==> config.mk <==
export PLATFORM = sky130hd
export DESIGN_NAME = wide_add_seq_flat
export DESIGN_NICKNAME = d
export VERILOG_FILES = /design/src/rtl/wide_add_seq_if.sv /design/src/rtl/wide_add_seq.sv /design/src/flat_wrapper.sv
export SDC_FILE = /design/constraint.sdc
export NUM_CORES = 1
export LEC_CHECK = 0
export ABC_CLOCK_PERIOD_IN_PS = 7400
export BUFFER_PORTS_ARGS = -buffer_cell sky130_fd_sc_hd__buf_2
export CORE_ASPECT_RATIO = 1.2
export CORE_UTILIZATION = 35
export CTS_CLUSTER_DIAMETER = 80
export CTS_CLUSTER_SIZE = 16
export DETAILED_ROUTE_END_ITERATION = 8
export PLACE_DENSITY = 0.57
export SLEW_MARGIN = 30
export SYNTH_ARGS = -nofsm -noshare
export SYNTH_HDL_FRONTEND = slang
export SYNTH_HIERARCHICAL = 1
export SYNTH_SLANG_ARGS = --single-unit
export TNS_END_PERCENT = 10
==> constraint.sdc <==
create_clock -name clk -period 7.4 [get_ports clk]
set_clock_uncertainty 0.15 [all_clocks]
set_input_delay 0.74 -clock clk [delete_from_list [all_inputs] [get_ports clk]]
set_output_delay 0.74 -clock clk [all_outputs]
set_load 0.05 [all_outputs]
==> src/rtl/wide_add_seq_if.sv <==
// Handshake and operand/result bundle for the word-serial wide adder/subtractor.
// The master drives requests and operands; the slave (wide_add_seq) returns the result.
interface wide_add_seq_if #(
   parameter int N = 8,
   parameter int W = 4
);
   logic             start;
   logic             sub;
   logic             cin;
   logic [N*W-1:0]   a;
   logic [N*W-1:0]   b;
   logic [N*W-1:0]   sum;
   logic             cout;
   logic             overflow;
   logic             busy;
   logic             done;

   modport master (
      output start, sub, cin, a, b,
      input  sum, cout, overflow, busy, done
   );

   modport slave (
      input  start, sub, cin, a, b,
      output sum, cout, overflow, busy, done
   );
endinterface

==> src/rtl/wide_add_seq.sv <==
// Word-serial N*W-bit adder/subtractor: one shared N-bit ripple adder is stepped
// over W words, least-significant first, with the carry chained through a register.

module n_adder #(
   parameter int N = 8
) (
   input  logic [N-1:0] A,
   input  logic [N-1:0] B,
   input  logic         ci,
   output logic [N-1:0] S,
   output logic         co
);
   logic [N:0] c;

   always_comb begin
      c    = '0;
      S    = '0;
      c[0] = ci;
      for (int i = 0; i < N; i++) begin
         S[i]   = A[i] ^ B[i] ^ c[i];
         c[i+1] = (A[i] & B[i]) | (c[i] & (A[i] ^ B[i]));
      end
      co = c[N];
   end
endmodule

module wide_add_seq #(
   parameter int N = 8,
   parameter int W = 4
) (
   input  logic         clk,
   input  logic         rst,
   wide_add_seq_if.slave bus
);
   // A single-word operand still needs a one-bit index register.
   localparam int IDX_W = (W > 1) ? $clog2(W) : 1;
   localparam logic [IDX_W-1:0] LAST_IDX = IDX_W'(W - 1);

   typedef enum logic [1:0] {
      IDLE,
      RUN,
      DONE
   } state_t;

   state_t             state_q, state_d;
   logic [N*W-1:0]     a_q, a_d;
   logic [N*W-1:0]     b_q, b_d;
   logic [N*W-1:0]     sum_q, sum_d;
   logic               carry_q, carry_d;
   logic               cout_q, cout_d;
   logic               ovf_q, ovf_d;
   logic [IDX_W-1:0]   idx_q, idx_d;

   logic [N-1:0]       add_a;
   logic [N-1:0]       add_b;
   logic [N-1:0]       add_s;
   logic               add_co;

   assign add_a = a_q[idx_q*N +: N];
   assign add_b = b_q[idx_q*N +: N];

   n_adder #(.N(N)) u_adder (
      .A  (add_a),
      .B  (add_b),
      .ci (carry_q),
      .S  (add_s),
      .co (add_co)
   );

   always_ff @(posedge clk or posedge rst) begin
      if (rst) begin
         state_q <= IDLE;
         a_q     <= '0;
         b_q     <= '0;
         sum_q   <= '0;
         carry_q <= 1'b0;
         cout_q  <= 1'b0;
         ovf_q   <= 1'b0;
         idx_q   <= '0;
      end else begin
         state_q <= state_d;
         a_q     <= a_d;
         b_q     <= b_d;
         sum_q   <= sum_d;
         carry_q <= carry_d;
         cout_q  <= cout_d;
         ovf_q   <= ovf_d;
         idx_q   <= idx_d;
      end
   end

   // Subtraction is folded into the operand latch: b is stored inverted and the
   // initial carry is forced to 1, so the RUN loop only ever adds.
   always_comb begin
      state_d = state_q;
      a_d     = a_q;
      b_d     = b_q;
      sum_d   = sum_q;
      carry_d = carry_q;
      cout_d  = cout_q;
      ovf_d   = ovf_q;
      idx_d   = idx_q;

      case (state_q)
         IDLE, DONE: begin
            if (bus.start) begin
               a_d     = bus.a;
               b_d     = bus.sub ? ~bus.b : bus.b;
               carry_d = bus.sub ? 1'b1 : bus.cin;
               idx_d   = '0;
               state_d = RUN;
            end else if (state_q == DONE) begin
               state_d = IDLE;
            end
         end
         RUN: begin
            sum_d[idx_q*N +: N] = add_s;
            carry_d             = add_co;
            idx_d               = idx_q + 1'b1;
            if (idx_q == LAST_IDX) begin
               cout_d  = add_co;
               ovf_d   = (add_a[N-1] == add_b[N-1]) && (add_s[N-1] != add_a[N-1]);
               idx_d   = '0;
               state_d = DONE;
            end
         end
         default: begin
            state_d = IDLE;
         end
      endcase
   end

   assign bus.sum      = sum_q;
   assign bus.cout     = cout_q;
   assign bus.overflow = ovf_q;
   assign bus.busy     = (state_q == RUN);
   assign bus.done     = (state_q == DONE);
endmodule
==> src/flat_wrapper.sv <==
// flat-port wrapper written by rule: the top's interface ports become plain ports
module wide_add_seq_flat 
#(
   parameter int N = 8,
   parameter int W = 4
)
  (clk, rst, bus_start, bus_sub, bus_cin, bus_a, bus_b, bus_sum, bus_cout, bus_overflow, bus_busy, bus_done);
  wide_add_seq_if #(.N(N), .W(W)) bus_i ();
  input  logic clk;
  input  logic rst;
  input wire logic [$bits(bus_i.start)-1:0] bus_start;
  input wire logic [$bits(bus_i.sub)-1:0] bus_sub;
  input wire logic [$bits(bus_i.cin)-1:0] bus_cin;
  input wire logic [$bits(bus_i.a)-1:0] bus_a;
  input wire logic [$bits(bus_i.b)-1:0] bus_b;
  output wire logic [$bits(bus_i.sum)-1:0] bus_sum;
  output wire logic [$bits(bus_i.cout)-1:0] bus_cout;
  output wire logic [$bits(bus_i.overflow)-1:0] bus_overflow;
  output wire logic [$bits(bus_i.busy)-1:0] bus_busy;
  output wire logic [$bits(bus_i.done)-1:0] bus_done;
  assign bus_i.start = bus_start;
  assign bus_i.sub = bus_sub;
  assign bus_i.cin = bus_cin;
  assign bus_i.a = bus_a;
  assign bus_i.b = bus_b;
  assign bus_sum = bus_i.sum;
  assign bus_cout = bus_i.cout;
  assign bus_overflow = bus_i.overflow;
  assign bus_busy = bus_i.busy;
  assign bus_done = bus_i.done;
  wide_add_seq #(.N(N), .W(W)) u_core (.clk(clk), .rst(rst), .bus(bus_i));
endmodule
==> results of run 1 <==
placed cells by master (no fill, tap or decap), types with 3 or more instances in the layout:
cell         n
a22o_1      32
buf_2      104
buf_4        3
clkbuf_16    9
dfrtp_1    103
fa_1         8
ha_1         6
inv_1       12
mux4_2      16
nand2_1    130
nand3b_1     4
nor2_1       7
o21ai_0     11
o21ai_1     22
xnor2_1     32
kinds of logic (layout without fill, tap and decap cells):
logic type / Yosys count / in the layout / synth area share (%)
multiplexers: 17 / 17 / 7.77
adder cells (fa/ha/maj): 14 / 14 / 4.92
flip-flops: 103 / 103 / 53.9
AND/OR/NAND/NOR: 154 / 154 / 14.2
AO/OA/AOI/OAI: 69 / 69 / 9.97
buffers and inverters: 39 / 139 / 3.43
XOR/XNOR: 32 / 32 / 5.86
per-layer routing:
layer / wire [µm] / GRT usage [%] / vias up / share of wire, %
li1: - / - / 1633 / -
met2: 5340 / 27.1 / 83 / 49
met1: 4940 / 21.5 / 1622 / 46
met3: 419 / 2.55 / 10 / 3.9
met4: 115 / 5.96 / 0 / 1.1
met5: 0 / 0 / - / 0
flip-flops by register name (all words and copies together), names as in the netlist:
name and flops:
u_core/bus.cout 1, u_core/state_q 2, u_core/b_q 32, u_core/carry_q 1, u_core/a_q 32, u_core/bus.sum 32
u_core/idx_q 2, u_core/bus.overflow 1
power by group through the flow:
stage | clock, mW | combinational (mW) | sequential [mW]
4_1_cts | 0.483 | 1.49 | 0.992
2_1_floorplan | 0 | 0.887 | 1.16
3_3_place_gp | 0 | 1.46 | 1.00
5_1_grt | 0.499 | 1.62 | 1.02
3_5_place_dp | 0 | 1.49 | 1.00
6_report | 0.469 | 1.48 | 0.989
path summary, 6_finish.rpt:
check	endpoint	slack [ns]	cells after the start
setup / recovery	u_core/bus.overflow$_DFFE_PP0P_	1.90	16
hold / removal	u_core/a_q[4]$_DFFE_PP0P_	0.17	2
setup reg to reg	u_core/bus.overflow$_DFFE_PP0P_	1.90	16
hold reg to reg	u_core/a_q[22]$_DFFE_PP0P_	0.33	2
max in group asynchronous	u_core/b_q[28]$_DFFE_PP0P_	5.89	3
min in group clk	u_core/a_q[22]$_DFFE_PP0P_	0.33	2
metrics by stage:
step	hold slack (ns)	area, µm²	worst slack (ns)	power (mW)	util, %
after floorplan	0.290	4780	2.09	2.05	-
after global placement	0.308	5450	1.95	2.46	41.0
after detailed placement	0.312	5450	1.87	2.49	41.0
after CTS	0.165	5750	1.86	2.97	43.3
after global routing	0.179	5770	1.61	3.14	43.4
final	0.171	5770	1.90	2.94	43.4
area by class of cell:
| class | count | area (µm²) |
|---|---|---|
| clock buffer | 10 | 239 |
| clock inverter | 5 | 58.8 |
| fill | 1317 | 7520 |
| inverter | 15 | 58.8 |
| multi-input combinational | 286 | 2050 |
| sequential | 103 | 2580 |
| tap | 168 | 210 |
| timing repair buffer | 109 | 574 |
==> reports/metrics.cfg, run 1 <==
[run_status]
status = complete, no violations

[drt]
ant_nets = 0
num_vias = 3348
drt_iter0_markers = 173
via_per_inst = 4.81
wl_per_cell_um = 15.5
totalWireLength_um = 10800
dr.pass1.iters = 4
drc = 0

[worst_setup_path]
timing.rr.start = u_core/idx_q[0]$_DFFE_PP0P_
crit_chain = mux4_2 -> fa_1 -> inv_1 -> fa_1 -> inv_1 -> fa_1 -> fa_1 -> fa_1 -> fa_1 -> fa_1 -> inv_1 -> fa_1 -> inv_1 -> inv_1 -> or3_1 -> a31oi_1
cpMostUsedCell = fa_1
crit_required_ns = 7.52
cp.buffers_inverters = 5
crit_fanout = 15
crit_family = adder cells
cp.arrival_ns = 5.61
slowest_stage = dfrtp_1
slowest_delay_ns = 0.80
start_kind = register
end_kind = register
worstSetupPathType = register to register
crit_path_start = u_core/idx_q[0]$_DFFE_PP0P_

[timing]
fin_setup_tns_ns = 0
slew-limit-headroom_pct = 41.6
finalCritPeriodShare_pct = 74.3
setup_violations = 0
hold_viol = 0
tightest_slew_ns = 0.876
slew_viol_final = 0
rsz0062_at_grt = false
finalCriticalPeriod_ns = 5.50
timing.fmax_mhz = 182

[power_and_ir_drop]
p_sw_mw = 1.32
p_seq_share_pct = 33.7
leakagePower_nw = 2.88
ir_drop_uv = 305
switching_share_pct = 45.0
clockPowerShare_pct = 16.0
powerDensity_nw_per_um2 = 509
pwr-share-comb_pct = 50.3
internal_power_mw = 1.62

[synthesis]
avgSynthCellArea_um2 = 11.2
synth.most_common_cell = nand2_1
netlist_area_um2 = 4780
synth_top_area_share_pct = 53.9
synthTopCellsByCount = 130 x nand2_1, 103 x dfrtp_1, 32 x a22o_1, 32 x xnor2_1, 22 x o21ai_1
synth_cell_types = 28
synth_area_leaders = dfrtp_1 54%, nand2_1 10%, mux4_2 7.5%
synth_edf_count = 0
seq_area_frac_synth_pct = 53.9
synth_top_cell_by_area = dfrtp_1
synth-seq-cells = 103
async_flop_share_pct = 100
synth_flop_cell = dfrtp_1
yosys_warnings = 6
synthCells = 428
syn_nets = 511

[global_routing]
grt_pass1_wl_um = 17400
grt_overflow = 0
grt_pass1_vias = 3467
track_usage_pct = 16.3
grt_max_degree = 100
antenna_found_initial = 0

[placement]
port_buffers = 104
gp_congestion = 0.741
place_hpwl_um = 8040
dp.cells = 680

[clocking]
numCtsBuffers = 9
cts_resized = 0
clock_latency_ns = 0.34
cts_tree = built
root_buffer = clkbuf_16
cts_sinks = 103
clkSlewWorstSetupHoldPaths_ns = 0.07
cts-hold-fix-buffers = 0
htreeDepth = 3
cts_setup_buffers = 0
cts_max_path_buffers = 2

[min_path]
min_path_type = input pin to asynchronous set/reset pin

[final_layout]
n_antenna_cell = 0
drive_gt1_share_pct = 28.2
finalNetCount = 607
syn_to_final_growth_pct = 20.6
finalNonFillerCells = 696

[die]
io-pin-count = 105
die_w_um = 109
start_util_pct = 36.0
die_area_um2 = 14100
core_area_um2 = 13300
row_count = 46
die_y_um = 130

[job]
drv_cap = 0

Note: power is estimated with default switching activity, not from simulation.
==> inputs of run 2 (changes only) <==
- ABC_AREA: default -> 1
- ABC_CLOCK_PERIOD_IN_PS: 7400 -> 5600
- PLACE_DENSITY: 0.57 -> 0.56
- clock period: 7.4 -> 5.6 ns (I/O delays scaled with it)
==> run 2 against run 1 <==
  * The flow now finishes with violations (design-rule violations)
  * Power increased by 43%
  * Sequential share of layout area decreased by 1.4 points
  * Final cell count increased by 11%
  * Register-to-register slack got worse by 1.3 ns
  * Count of clock-buffer cells in the layout increased by 1
  * Hold slack got worse by 0.047 ns
  * Final area increased by 3.2%
  * First-iteration DRC count increased by 57%
  * Area after synthesis increased by 5.9%
  * Largest cell class unchanged
  * Largest power group unchanged
==> reports/metrics.cfg, run 2 <==
[die]
die_area_um2 = 15000  ; was 14100 µm²
io-pin-count = 105  ; unchanged
start_util_pct = 36.3  ; was 36.0%
die_y_um = 134  ; was 130 µm
core_area_um2 = 13900  ; was 13300 µm²
row_count = 47  ; was 46
die_w_um = 112  ; was 109 µm

[clocking]
cts-hold-fix-buffers = 0  ; unchanged
htreeDepth = 3  ; unchanged
cts_tree = built  ; unchanged
numCtsBuffers = 9  ; unchanged
cts_setup_buffers = 0  ; unchanged
cts_resized = 0  ; unchanged
cts_sinks = 103  ; unchanged
clock_latency_ns = 0.34  ; about the same
root_buffer = clkbuf_16  ; unchanged
cts_max_path_buffers = 2  ; unchanged
clkSlewWorstSetupHoldPaths_ns = 0.07  ; about the same

[timing]
slew_viol_final = 0  ; unchanged
finalCritPeriodShare_pct = 89.1  ; was 74.3%
tightest_slew_ns = 0.864  ; was 0.876 ns
rsz0062_at_grt = false  ; unchanged
timing.fmax_mhz = 200  ; was 182 MHz
holdWs_ns = 0.124  ; was 0.171 ns
slew-limit-headroom_pct = 42.2  ; was 41.6%
hold_viol = 0  ; unchanged
fin_setup_tns_ns = 0  ; unchanged
finalCriticalPeriod_ns = 4.99  ; was 5.50 ns
setup_violations = 0  ; unchanged

[power_and_ir_drop]
powerDensity_nw_per_um2 = 705  ; was 509 nW/µm²
p_seq_share_pct = 30.5  ; was 33.7%
p_total_mw = 4.20  ; was 2.94 mW
pwr-share-comb_pct = 52.8  ; was 50.3%
ir_drop_uv = 303  ; was 305 µV
switching_share_pct = 46.7  ; was 45.0%
p_sw_mw = 1.96  ; was 1.32 mW
leakagePower_nw = 2.85  ; was 2.88 nW
internal_power_mw = 2.24  ; was 1.62 mW
clockPowerShare_pct = 16.7  ; was 16.0%

[synthesis]
synth_edf_count = 0  ; unchanged
synth.most_common_cell = o21ai_0  ; was nand2_1
synthTopCellsByCount = 120 x o21ai_0, 103 x dfrtp_1, 66 x nand2_1, 32 x mux2_2, 32 x xnor2_1  ; was 130 x nand2_1, 103 x dfrtp_1, 32 x a22o_1, 32 x xnor2_1, 22 x o21ai_1
synthCells = 505  ; was 428
synth_fa_ha_area_share_pct = 4.64  ; was 4.92%
synthSimpleGateAreaFrac_pct = 9.96  ; was 14.2%
synth_top_family_by_area = compound AO/OA/AOI/OAI gates  ; was simple AND/OR/NAND/NOR gates
netlist_area_um2 = 5060  ; was 4780 µm²
yosys_warnings = 6  ; unchanged
synth_area_leaders = dfrtp_1 51%, o21ai_0 12%, mux2_2 7.1%  ; was dfrtp_1 54%, nand2_1 10%, mux4_2 7.5%
synth_top_cell_by_area = dfrtp_1  ; unchanged
seq_area_frac_synth_pct = 50.9  ; was 53.9%
syn_nets = 588  ; was 511
synth_cell_types = 26  ; was 28
async_flop_share_pct = 100  ; unchanged
avgSynthCellArea_um2 = 10.0  ; was 11.2 µm²
synthXorXnorAreaFrac_pct = 5.53  ; was 5.86%
synth_compound_area_share_pct = 14.6  ; was 9.97%
synthMuxAreaShare_pct = 7.11  ; was 7.77%
synth_top_area_share_pct = 50.9  ; was 53.9%
synth_flop_cell = dfrtp_1  ; unchanged
synth-seq-cells = 103  ; unchanged

[placement]
dp.cells = 758  ; was 680
gp_congestion = 0.768  ; was 0.741
port_buffers = 104  ; unchanged
place_hpwl_um = 9160  ; was 8040 µm

[worst_setup_path]
start_kind = register  ; unchanged
cp.arrival_ns = 5.08  ; was 5.61 ns
end_kind = register  ; unchanged
crit_required_ns = 5.68  ; was 7.52 ns
crit_fanout = 21  ; was 15
worstSetupPathType = register to register  ; unchanged

[global_routing]
grt_max_degree = 61  ; was 100
grt_pass1_wl_um = 19800  ; was 17400 µm
grt_pass1_vias = 3854  ; was 3467
track_usage_pct = 17.2  ; was 16.3%
antenna_found_initial = 0  ; unchanged
grt_overflow = 0  ; unchanged

[final_layout]
final_cell_mix = 120 x o21ai_0, 104 x buf_2, 103 x dfrtp_1  ; was 130 x nand2_1, 104 x buf_2, 103 x dfrtp_1
syn_to_final_growth_pct = 17.6  ; was 20.6%
drive_gt1_share_pct = 27.7  ; was 28.2%
final_common_cell = o21ai_0  ; was nand2_1
finalNonFillerCells = 773  ; was 696
finalNetCount = 681  ; was 607
final_util_pct = 42.7  ; was 43.4%
n_antenna_cell = 0  ; unchanged

[run_status]
status = complete, but fails checks  ; was complete, no violations
violations = design-rule violations

[job]
drv_cap = 0  ; unchanged

[min_path]
min_path_type = input pin to asynchronous set/reset pin  ; unchanged

[drt]
drc = 8  ; was 0
drt_iter0_markers = 272  ; was 173
via_per_inst = 5.01  ; was 4.81
dr.pass1.iters = 6  ; was 4
ant_nets = 0  ; unchanged
totalWireLength_um = 12400  ; was 10800 µm
num_vias = 3869  ; was 3348
wl_per_cell_um = 16.0  ; was 15.5 µm

run 2: cell types whose count changed after synthesis, sizes merged, moves of 15 or more:
| cell | previous run | this run |
|---|---|---|
| o22ai | 0 | 15 |
| inv | 15 | 33 |
| o21ai | 33 | 126 |
| nand2 | 130 | 67 |
| a22o | 32 | 0 |
| buf | 10 | 25 |
| mux4 | 16 | 0 |
| mux2 | 1 | 32 |
| nor2 | 7 | 31 |
run 2: final timing paths:
path / start / endpoint / slack (ns) / cells after the start
max: u_core/idx_q[0]$_DFFE_PP0P_ / u_core/bus.overflow$_DFFE_PP0P_ / 0.61 / 20
min: rst / u_core/bus.sum[14]$_DFFE_PP0P_ / 0.12 / 2
max reg2reg: u_core/idx_q[0]$_DFFE_PP0P_ / u_core/bus.overflow$_DFFE_PP0P_ / 0.61 / 20
min reg2reg: u_core/b_q[16]$_DFFE_PP0P_ / u_core/b_q[16]$_DFFE_PP0P_ / 0.34 / 2
max in group asynchronous: rst / u_core/a_q[27]$_DFFE_PP0P_ / 4.00 / 3
min in group clk: bus_a[7] / u_core/a_q[7]$_DFFE_PP0P_ / 0.29 / 2
run 2: final cells by class:
type / count / area [µm²]
inverters: 34 / 135
repair buffers: 112 / 581
multi-input cells: 338 / 2120
fillers: 1397 / 7980
clock buffers: 11 / 233
well taps: 171 / 214
clock inverters: 4 / 95.1
flip-flops and latches: 103 / 2580
run 2: logic make-up (layout without fill, tap and decap cells):
group	Yosys count	count (layout)
AO/OA/AOI/OAI	143	143
adder cells (fa/ha/maj)	14	14
flip-flops	103	103
buffers and inverters	64	161
AND/OR/NAND/NOR	117	117
XOR/XNOR	32	32
multiplexers	32	32
run 2: critical path, stage by stage, from the launching register on:
cell and delay, ns:
dfrtp_1 0.59, inv_2 0.24, o21ai_0 0.21, o22ai_1 0.12, fa_1 0.42, inv_1 0.08, fa_1 0.17, inv_1 0.05
fa_1 0.37, fa_1 0.39, fa_1 0.40, fa_1 0.39, fa_1 0.36, inv_1 0.08, fa_1 0.41, inv_1 0.13
inv_1 0.07, nand3_1 0.09, nand2_1 0.06, nand3_1 0.06, nand2_1 0.05
run 2: power groups by stage:
stage / clock network, mW / logic, mW / registers (mW)
final: 0.701 / 2.22 / 1.28
after global routing: 0.746 / 2.42 / 1.32
after CTS: 0.717 / 2.21 / 1.29
after detailed placement: 0 / 2.20 / 1.30
after global placement: 0 / 2.15 / 1.29
after floorplan: 0 / 1.40 / 1.47
run 2: metrics by stage:
stage | setup slack (ns) | cell area [µm²]
after floorplan | 0.997 | 5060
after global placement | 0.795 | 5630
after detailed placement | 0.632 | 5630
after CTS | 0.620 | 5960
after global routing | 0.350 | 5960
final | 0.608 | 5960
run 2: layer usage:
layer / GRT usage, % / wire length [µm]
met1: 21.3 / 5240
met2: 29.9 / 6480
met3: 2.44 / 442
met4: 7.43 / 204
met5: 0 / 0
==> inputs of run 3 (changes only) <==
- HOLD_SLACK_MARGIN: default -> 0.15
==> run 3 against run 2 <==
  * The flow still finishes with violations (design-rule violations)
  * Hold slack improved by 0.17 ns
  * Clock power about the same
  * Flip-flop and latch count unchanged
  * Largest cell class unchanged
==> reports/metrics.cfg, run 3 (synthesis results as in run 2) <==
[power_and_ir_drop]
leakagePower_nw = 2.86  ; was 2.85 nW
p_total_mw = 4.19  ; was 4.20 mW
ir_drop_uv = 301  ; was 303 µV
powerDensity_nw_per_um2 = 703  ; was 705 nW/µm²

[worst_setup_path]
cp.arrival_ns = 5.07  ; was 5.08 ns
crit_required_ns = 5.68  ; about the same
worstSetupPathType = register to register  ; unchanged
start_kind = register  ; unchanged
end_kind = register  ; unchanged
reg2reg_slack_ns = 0.62  ; was 0.61 ns
crit_fanout = 21  ; unchanged

[final_layout]
fillers = 1396  ; was 1397
final_util_pct = 42.8  ; was 42.7%
final_common_cell = o21ai_0  ; unchanged
drive_gt1_share_pct = 27.7  ; about the same
final_cell_mix = 120 x o21ai_0, 104 x buf_2, 103 x dfrtp_1  ; unchanged
regArea_um2 = 2580  ; unchanged
finalNetCount = 682  ; was 681
n_antenna_cell = 0  ; unchanged
multi_input_area_um2 = 2120  ; unchanged
syn_to_final_growth_pct = 17.8  ; was 17.6%

[global_routing]
grt_overflow = 0  ; unchanged
antenna_found_initial = 0  ; unchanged
grt_pass1_wl_um = 19800  ; unchanged
grt_max_degree = 61  ; unchanged
track_usage_pct = 17.2  ; unchanged
grt_pass1_vias = 3854  ; unchanged

[timing]
rsz0062_at_grt = false  ; unchanged
finalCriticalPeriod_ns = 4.98  ; was 4.99 ns
timing.fmax_mhz = 201  ; was 200 MHz
slew-limit-headroom_pct = 41.6  ; was 42.2%
finalCritPeriodShare_pct = 89.0  ; was 89.1%
tightest_slew_ns = 0.873  ; was 0.864 ns
hold_viol = 0  ; unchanged
slew_viol_final = 0  ; unchanged
setup_violations = 0  ; unchanged
fin_setup_tns_ns = 0  ; unchanged

[clocking]
cts_tree = built  ; unchanged
root_buffer = clkbuf_16  ; unchanged
htreeDepth = 3  ; unchanged
clock_latency_ns = 0.35  ; was 0.34 ns
cts_sinks = 103  ; unchanged
cts_max_path_buffers = 2  ; unchanged
clkSlewWorstSetupHoldPaths_ns = 0.07  ; about the same
numCtsBuffers = 9  ; unchanged

[placement]
gp_congestion = 0.768  ; unchanged
port_buffers = 104  ; unchanged
place_hpwl_um = 9160  ; unchanged

[die]
die_w_um = 112  ; unchanged
io-pin-count = 105  ; unchanged
core_area_um2 = 13900  ; unchanged
die_y_um = 134  ; unchanged
start_util_pct = 36.3  ; unchanged
die_area_um2 = 15000  ; unchanged
row_count = 47  ; unchanged

[run_status]
status = complete, but fails checks  ; unchanged
violations = design-rule violations  ; unchanged

[min_path]
min_path_type = input pin to register  ; was input pin to asynchronous set/reset pin

[drt]
ant_nets = 0  ; unchanged
drt_iter0_markers = 290  ; was 272
num_vias = 3854  ; was 3869
dr.pass1.iters = 6  ; unchanged
wl_per_cell_um = 16.0  ; about the same
totalWireLength_um = 12400  ; about the same
drc = 7  ; was 8
via_per_inst = 4.98  ; was 5.01

[job]
drv_cap = 0  ; unchanged

==> run 3: cell types whose count changed in the layout (fill, tap and decap cells not counted) <==
| cell | before | now |
|---|---|---|
| dlygate4sd3_1 | 0 | 1 |
==> run 3: what timing repair did <==
action	CTS	global route
setup buffers	0	0
hold endpoints to repair	7	0
hold buffers	1	0
gates resized for setup	0	0
==> run 3: metrics by stage <==
stage / hold WS, ns / setup WS (ns) / area (µm²) / cells
3_3_place_gp: 0.315 / 0.795 / 5630 / 758
6_report: 0.293 / 0.617 / 5970 / 774
5_1_grt: 0.296 / 0.350 / 5970 / 774
2_1_floorplan: 0.298 / 0.997 / 5060 / 505
4_1_cts: 0.285 / 0.620 / 5970 / 774
3_5_place_dp: 0.320 / 0.632 / 5630 / 758
==> run 3: worst paths after layout <==
path	from	to	cells past startpoint
setup / recovery	u_core/idx_q[0]$_DFFE_PP0P_	u_core/bus.overflow$_DFFE_PP0P_	20
hold / removal	bus_a[7]	u_core/a_q[7]$_DFFE_PP0P_	2
setup reg to reg	u_core/idx_q[0]$_DFFE_PP0P_	u_core/bus.overflow$_DFFE_PP0P_	20
hold reg to reg	u_core/b_q[16]$_DFFE_PP0P_	u_core/b_q[16]$_DFFE_PP0P_	2
max in group asynchronous	rst	u_core/a_q[27]$_DFFE_PP0P_	4
min in group asynchronous	rst	u_core/bus.sum[28]$_DFFE_PP0P_	3
==> run 3: routing by layer <==
| layer | GRT usage, % | wire [µm] | up-vias | share of wire (%) |
|---|---|---|---|---|
| li1 | - | - | 1872 | - |
| met1 | 21.3 | 5280 | 1871 | 43 |
| met2 | 29.9 | 6390 | 91 | 52 |
| met3 | 2.44 | 410 | 20 | 3.3 |
| met4 | 7.43 | 295 | 0 | 2.4 |
| met5 | 0 | 0 | - | 0 |
==> run 3: report_power, final <==
group / internal [mW] / switching [mW]
combinational: 0.733 / 1.48
sequential: 1.07 / 0.211
clock: 0.434 / 0.267
total: 2.24 / 1.96
==> run 3: area by class of cell <==
cell class | count | area share, %
tap | 171 | 3.59
clock buffer | 11 | 3.90
inverter | 34 | 2.27
clock inverter | 4 | 1.59
timing repair buffer | 113 | 9.90
sequential | 103 | 43.2
multi-input combinational | 338 | 35.5
==> run 3: worst max-delay path, stage by stage, from the launching register on <==
cell,delay [ns]
dfrtp_1,0.59
inv_2,0.24
o21ai_0,0.21
o22ai_1,0.12
fa_1,0.42
inv_1,0.08
fa_1,0.17
inv_1,0.05
fa_1,0.37
fa_1,0.39
fa_1,0.40
fa_1,0.39
fa_1,0.36
inv_1,0.08
fa_1,0.41
inv_1,0.13
inv_1,0.07
nand3_1,0.09
nand2_1,0.05
nand3_1,0.06
nand2_1,0.05
